### src/rtl/adder_share_pkg.sv
// rtl/adder_share_pkg.sv - shared types and constants for the shared-adder arbiter
package adder_share_pkg;

  localparam int WIDTH_DEFAULT = 6;

  typedef enum logic [0:0] {
    ST_IDLE = 1'b0,
    ST_BUSY = 1'b1
  } state_e;

  typedef logic req_id_t;

  // Pointer starts at requester 1 so requester 0 wins the first tie.
  localparam req_id_t RESET_LAST_GRANT = 1'b1;

endpackage

### src/rtl/rr_arbiter2.sv
// rtl/rr_arbiter2.sv - two-way round-robin grant with pointer advance enable
module rr_arbiter2
  import adder_share_pkg::*;
(
  input  logic       clk,
  input  logic       rst_n,
  input  logic [1:0] req,
  input  logic       enable,
  input  logic       advance,
  output logic [1:0] gnt,
  output req_id_t    gnt_id
);

  req_id_t last;
  req_id_t win;

  always_comb begin
    win = req[1];
    if (req == 2'b11) begin
      win = ~last;
    end
    gnt_id = win;
    gnt[0] = enable & req[0] & ~win;
    gnt[1] = enable & req[1] & win;
  end

  // Pointer moves only on a real transfer, so stalls never skew fairness.
  always_ff @(posedge clk or negedge rst_n) begin
    if (!rst_n) begin
      last <= RESET_LAST_GRANT;
    end else if (advance) begin
      last <= gnt_id;
    end
  end

endmodule

### src/rtl/adder_share_arbiter.sv
// rtl/adder_share_arbiter.sv - one ripple adder shared by two requesters; ADDER_SHARE_SUB_EN enables subtract
module adder_share_arbiter
  import adder_share_pkg::*;
#(
  parameter int WIDTH = WIDTH_DEFAULT
) (
  input  logic             clk,
  input  logic             rst_n,
  input  logic             req0_valid_i,
  input  logic             req1_valid_i,
  output logic             req0_ready_o,
  output logic             req1_ready_o,
  input  logic [WIDTH-1:0] req0_x_i,
  input  logic [WIDTH-1:0] req0_y_i,
  input  logic [WIDTH-1:0] req1_x_i,
  input  logic [WIDTH-1:0] req1_y_i,
  input  logic             req0_sub_i,
  input  logic             req1_sub_i,
  output logic             res_valid_o,
  input  logic             res_ready_i,
  output logic [WIDTH-1:0] res_sum_o,
  output logic             res_cout_o,
  output logic             res_ovf_o,
  output logic             res_id_o
);

  state_e          state;
  logic            can_accept;
  logic            accept;
  logic [1:0]      gnt;
  req_id_t         gnt_id;
  logic [WIDTH-1:0] op_x;
  logic [WIDTH-1:0] op_y;
  logic [WIDTH-1:0] y_eff;
  logic            sub_sel;
  logic [WIDTH-1:0] sum_next;
  logic            cout_next;
  logic            c_msb;
  logic            carry;

  // Draining and refilling in the same cycle keeps one result per clock.
  assign can_accept = rst_n & ((state == ST_IDLE) | res_ready_i);

  rr_arbiter2 u_arb (
    .clk     (clk),
    .rst_n   (rst_n),
    .req     ({req1_valid_i, req0_valid_i}),
    .enable  (can_accept),
    .advance (accept),
    .gnt     (gnt),
    .gnt_id  (gnt_id)
  );

  assign req0_ready_o = gnt[0];
  assign req1_ready_o = gnt[1];
  assign accept       = |gnt;
  assign res_valid_o  = (state == ST_BUSY);

  assign op_x = gnt_id ? req1_x_i : req0_x_i;
  assign op_y = gnt_id ? req1_y_i : req0_y_i;

`ifdef ADDER_SHARE_SUB_EN
  assign sub_sel = gnt_id ? req1_sub_i : req0_sub_i;
`else
  logic unused_sub;
  assign unused_sub = req0_sub_i ^ req1_sub_i;
  assign sub_sel    = 1'b0;
`endif

  // Subtract is x + ~y + 1, so cout reads as no-borrow.
  assign y_eff = op_y ^ {WIDTH{sub_sel}};

  always_comb begin
    carry    = sub_sel;
    c_msb    = 1'b0;
    sum_next = '0;
    for (int i = 0; i < WIDTH; i++) begin
      if (i == WIDTH - 1) begin
        c_msb = carry;
      end
      sum_next[i] = op_x[i] ^ y_eff[i] ^ carry;
      carry       = (op_x[i] & y_eff[i]) | (carry & (op_x[i] ^ y_eff[i]));
    end
    cout_next = carry;
  end

  always_ff @(posedge clk or negedge rst_n) begin
    if (!rst_n) begin
      state      <= ST_IDLE;
      res_sum_o  <= '0;
      res_cout_o <= 1'b0;
      res_ovf_o  <= 1'b0;
      res_id_o   <= 1'b0;
    end else if (accept) begin
      state      <= ST_BUSY;
      res_sum_o  <= sum_next;
      res_cout_o <= cout_next;
      res_ovf_o  <= c_msb ^ cout_next;
      res_id_o   <= gnt_id;
    end else if ((state == ST_BUSY) && res_ready_i) begin
      state <= ST_IDLE;
    end
  end

endmodule

### config.mk
export PLATFORM = sky130hd
export DESIGN_NAME = adder_share_arbiter
export DESIGN_NICKNAME = d
export VERILOG_FILES = /design/src/rtl/adder_share_pkg.sv /design/src/rtl/rr_arbiter2.sv /design/src/rtl/adder_share_arbiter.sv
export SDC_FILE = /design/constraint.sdc
export NUM_CORES = 1
export LEC_CHECK = 0
export ABC_AREA = 1
export CAP_MARGIN = 40
export CORE_AREA = 2 2 50 64
export DETAILED_ROUTE_END_ITERATION = 7
export DIE_AREA = 0 0 52 66
export MAX_ROUTING_LAYER = met4
export PLACE_DENSITY_LB_ADDON = 0.25
export SKIP_CTS_REPAIR_TIMING = 1
export SLEW_MARGIN = 20
export SYNTH_ARGS = -nofsm -noshare
export SYNTH_HDL_FRONTEND = slang
export SYNTH_SLANG_ARGS = --single-unit
### constraint.sdc
create_clock -name clk -period 4.28 [get_ports clk]
set_clock_uncertainty 0.05 [all_clocks]
set_input_delay 0.856 -clock clk [delete_from_list [all_inputs] [get_ports clk]]
set_output_delay 0.856 -clock clk [all_outputs]
set_load 0.005 [all_outputs]
==> tab_implementation.tex, run 1 <==
\begin{tabular}{lr}
\hline
Metric & Value \\
\hline
\multicolumn{2}{l}{\textbf{Outcome}} \\
Result of the run & finished clean \\
\multicolumn{2}{l}{\textbf{Global route}} \\
Number of antenna violations at the first check in global routing & 0 \\
First-pass GRT wire length & $\sim$2900 µm \\
Largest net degree at the start of global routing & 13 \\
Vias in the first global route & between 700 and 800 \\
Overall Global Routing Usage & 12.0\% \\
Grt ovf & 0 \\
\multicolumn{2}{l}{\textbf{Clock network}} \\
Buffer depth of the longest clock path & 2 \\
Number of sinks on the clock net & 11 \\
CTS tree & yes \\
Number of buffers created by CTS & 3 \\
H-tree depth & 1 \\
Root buffer cell & clkbuf\_4 \\
Clock insertion delay at the later pin of the skew report & 0.27 ns \\
Clock-pin slew of the registers on the worst-case setup and hold paths & 0.07 ns \\
\multicolumn{2}{l}{\textbf{STA}} \\
Maximum clock frequency & between 0.2 and 0.3 GHz \\
Worst rel slew slack & 78.0\% \\
Setup repair after global routing missed its margin & false \\
Least-Margin Pin Slew & about 0.33 ns \\
Final max-slew violation count & 0 \\
Setup TNS & 0 ns \\
Final Hold Viols & 0 \\
Post-route fraction of the period consumed by the critical path & 91.8\% \\
Crit path setup slack, layout & 0.349 ns \\
Final setup violating endpoints & 0 \\
Time the final worst path needs with I/O delays and setup & roughly 3.9 ns \\
\multicolumn{2}{l}{\textbf{Placed design}} \\
Global placer's final weighted congestion & 0.745 \\
Placement-stage worst setup slack & about 0.047 ns \\
Port Buffer Count & 40 \\
Post-DP HPWL & between 1500 and 2000 µm \\
\multicolumn{2}{l}{\textbf{Finish}} \\
Antenna diode instance count & 0 \\
Fraction of layout cells with a size suffix above 1 & 15.8\% \\
Final Util & between 40\% and 50\% \\
Layout area overhead & 58.3\% \\
Final layout net count & between 150 and 200 \\
\multicolumn{2}{l}{\textbf{Power and ir drop}} \\
Peak supply drop & about 0.15 mV \\
Internal power & $\sim$0.30 mW \\
Leakage power & between 0.6 and 0.7 nW \\
Combinational fraction of design power & between 40\% and 50\% \\
Sequential share of power & roughly 37\% \\
Switching power & 0.138 mW \\
Clock network fraction of total power & between 10\% and 20\% \\
Total power per unit cell area & 337 mW/mm² \\
Switching portion of total power & a little under a third \\
\multicolumn{2}{l}{\textbf{Route}} \\
Post-Route WL & roughly 1800 µm \\
Residual DRC count & 0 \\
Mean number of vias per cell & $\sim$4.2 \\
Routed via count & between 700 and 800 \\
Initial drt markers & 27 \\
Number of nets with antenna violations after routing & 0 \\
Final routed wire length divided by cell count & around 9.7 µm \\
First-pass iteration count of the detailed router & 2 \\
\multicolumn{2}{l}{\textbf{Critical path}} \\
Worst setup path category & primary input to flop \\
Critical Path Max Stage Delay & between 0.5 and 0.6 ns \\
Type of element launching the critical path & primary input \\
Standard cell with the maximum stage delay on the critical path & clkdlybuf4s50\_1 \\
Cell type with the highest occurrence count on the critical path & fa\_1 \\
Required arrival time at the worst endpoint & 4.39 ns \\
Category of the worst setup path capture point & flop \\
Crit path max fanout & 9 \\
Register-to-register path setup slack & approximately 0.94 ns \\
Arrival time worst endpoint & $\sim$4.0 ns \\
Critical path, cell by cell & clkdlybuf4s50\_1 -> nand2\_2 -> nand2\_4 -> inv\_4 -> nand2\_1 -> nand2\_1 -> ha\_1 -> fa\_1 -> fa\_1 -> fa\_1 -> inv\_1 -> fa\_1 -> inv\_1 -> fa\_1 -> xnor2\_1 -> nand2\_1 -> nand2\_1 \\
\multicolumn{2}{l}{\textbf{Die}} \\
Initial core utilization & a little under 30\% \\
Floorplan die area & around 0.0034 mm² \\
Std-Cell Rows & 22 \\
Core region area & approximately 0.0028 mm² \\
Horizontal extent of the die & 52 µm \\
Top-level port count & 43 \\
Die height & about 66 µm \\
\multicolumn{2}{l}{\textbf{Synth}} \\
Count of distinct cell types in the synthesized netlist & 20 \\
Cell count after synthesis & 101 \\
Mean cell area of the mapped netlist & approximately 8 µm² \\
Count of flip-flops with a built-in enable after synthesis & 0 \\
Commonest cells in the synthesized netlist & 52 x nand2\_1, 10 x dfrtp\_1, 6 x inv\_1, 6 x nand3\_2, 5 x fa\_1 \\
Count of warnings emitted by yosys & 0 \\
Share of the yosys chip area belonging to registers & 33.8\% \\
Most area-consuming cells after synthesis & dfrtp\_1 31\%, nand2\_1 24\%, fa\_1 12\% \\
\#FFs+latches synth & 11 \\
Most instantiated library cell after synthesis & nand2\_1 \\
Leading register cell type out of synthesis & dfrtp\_1 \\
Share of the synthesized area in the top cell type & $\sim$31\% \\
Yosys top cell by area & dfrtp\_1 \\
Share of synthesized flip-flops with an asynchronous set or reset & 100\% \\
Number of nets produced by synthesis & between 100 and 150 \\
Area of the mapped netlist & 817 µm² \\
\multicolumn{2}{l}{\textbf{Worst hold path}} \\
Tightest Hold Check Type & flop to flop \\
\multicolumn{2}{l}{\textbf{Job}} \\
Number of maximum-capacitance constraint violations & 0 \\
\hline
\end{tabular}
-- per-stage QoR --
stage / cell area [µm²] / total power [mW] / cells / hold slack (ns)
after floorplan: 817 / 0.259 / 101 / 0.399
after global placement: 1270 / 0.370 / 178 / 0.404
after detailed placement: 1270 / 0.373 / 178 / 0.411
after CTS: 1290 / 0.447 / 182 / 0.424
after global routing: 1290 / 0.477 / 182 / 0.440
final: 1290 / 0.436 / 182 / 0.422
-- placed cells by master, fill, tap and decap left out --
master | netlist | routed
a21boi_2 | 1 | 1
a21oi_4 | 1 | 1
buf_4 | 1 | 5
clkbuf_1 | 0 | 1
clkbuf_4 | 0 | 3
clkdlybuf4s50_1 | 0 | 40
dfrtp_1 | 10 | 10
dfstp_2 | 1 | 1
fa_1 | 5 | 5
ha_1 | 1 | 1
inv_1 | 6 | 6
inv_4 | 1 | 1
nand2_1 | 52 | 52
nand2_2 | 1 | 1
nand2_4 | 2 | 2
nand3_1 | 4 | 4
nand3_2 | 6 | 6
nor2_1 | 1 | 1
o21ai_0 | 2 | 2
or2_2 | 2 | 2
xnor2_1 | 1 | 1
-- worst max-delay path: cells and delay by family --
family / cells / cell delay (ns)
adder cells (fa/ha/maj): 6 / 1.91
buffers and inverters: 4 / 0.71
XOR/XNOR: 1 / 0.14
AND/OR/NAND/NOR: 6 / 0.40
-- cell type report --
type	instances	area, µm²
Sequential cell	11	277
Multi-Input combinational cell	79	479
Timing Repair Buffer	45	438
Fill cell	286	1540
Tap cell	36	45.0
Inverter	7	28.8
Clock buffer	4	26.3
-- power groups by stage --
stage / sequential, mW / clock, mW / combinational (mW)
2_1_floorplan: 0.163 / 0 / 0.0965
5_1_grt: 0.165 / 0.0813 / 0.231
3_5_place_dp: 0.164 / 0 / 0.209
4_1_cts: 0.161 / 0.0752 / 0.210
3_3_place_gp: 0.162 / 0 / 0.208
6_report: 0.160 / 0.0707 / 0.205
-- worst paths after layout --
kind | startpoint | cells after the start | to
worst max-delay path | req0_valid_i | 17 | res_ovf_o
worst min-delay path | res_id_o | 2 | res_id_o
worst max register to register | u_arb.last | 16 | res_ovf_o
worst min register to register | res_id_o | 2 | res_id_o
max in group asynchronous | rst_n | 2 | res_cout_o
min in group asynchronous | rst_n | 1 | res_sum_o[4]
-- cell families (layout without fill, tap and decap cells) --
| kind of cell | Yosys count | after routing | synth area share (%) |
|---|---|---|---|
| AO/OA/AOI/OAI | 4 | 4 | 4.59 |
| XOR/XNOR | 1 | 1 | 1.07 |
| adder cells (fa/ha/maj) | 6 | 6 | 13.8 |
| buffers and inverters | 11 | 56 | 7.50 |
| flip-flops | 11 | 11 | 33.8 |
| AND/OR/NAND/NOR | 68 | 68 | 39.2 |
-- per-layer routing --
metal / up-vias / global-route usage (%) / routed length [µm]
met5: - / - / 0
met4: 0 / 9.87 / 35
met3: 2 / 2.71 / 100
met2: 24 / 20.6 / 977
met1: 341 / 11.2 / 657
li1: 398 / - / -
-- registers in the layout, summed over array words and instances (netlist names) --
signal       cells
res_id_o         1
res_ovf_o        1
res_sum_o        6
u_arb.last       1
res_valid_o      1
res_cout_o       1
No activity file was read; power rests on OpenSTA's default activity.
==> inputs of run 2 (changes only) <==
--- a/config.mk
+++ b/config.mk
@@ -8,12 +8,12 @@
 export ABC_AREA = 1
 export CAP_MARGIN = 40
 export CORE_AREA = 2 2 50 64
+export CTS_CLUSTER_SIZE = 40
 export DETAILED_ROUTE_END_ITERATION = 7
 export DIE_AREA = 0 0 52 66
 export MAX_ROUTING_LAYER = met4
 export PLACE_DENSITY_LB_ADDON = 0.25
 export SKIP_CTS_REPAIR_TIMING = 1
-export SLEW_MARGIN = 20
 export SYNTH_ARGS = -nofsm -noshare
 export SYNTH_HDL_FRONTEND = slang
 export SYNTH_SLANG_ARGS = --single-unit
==> results of run 2 <==
Same layout as run 1: the final DEF is identical, and so are final timing and power.
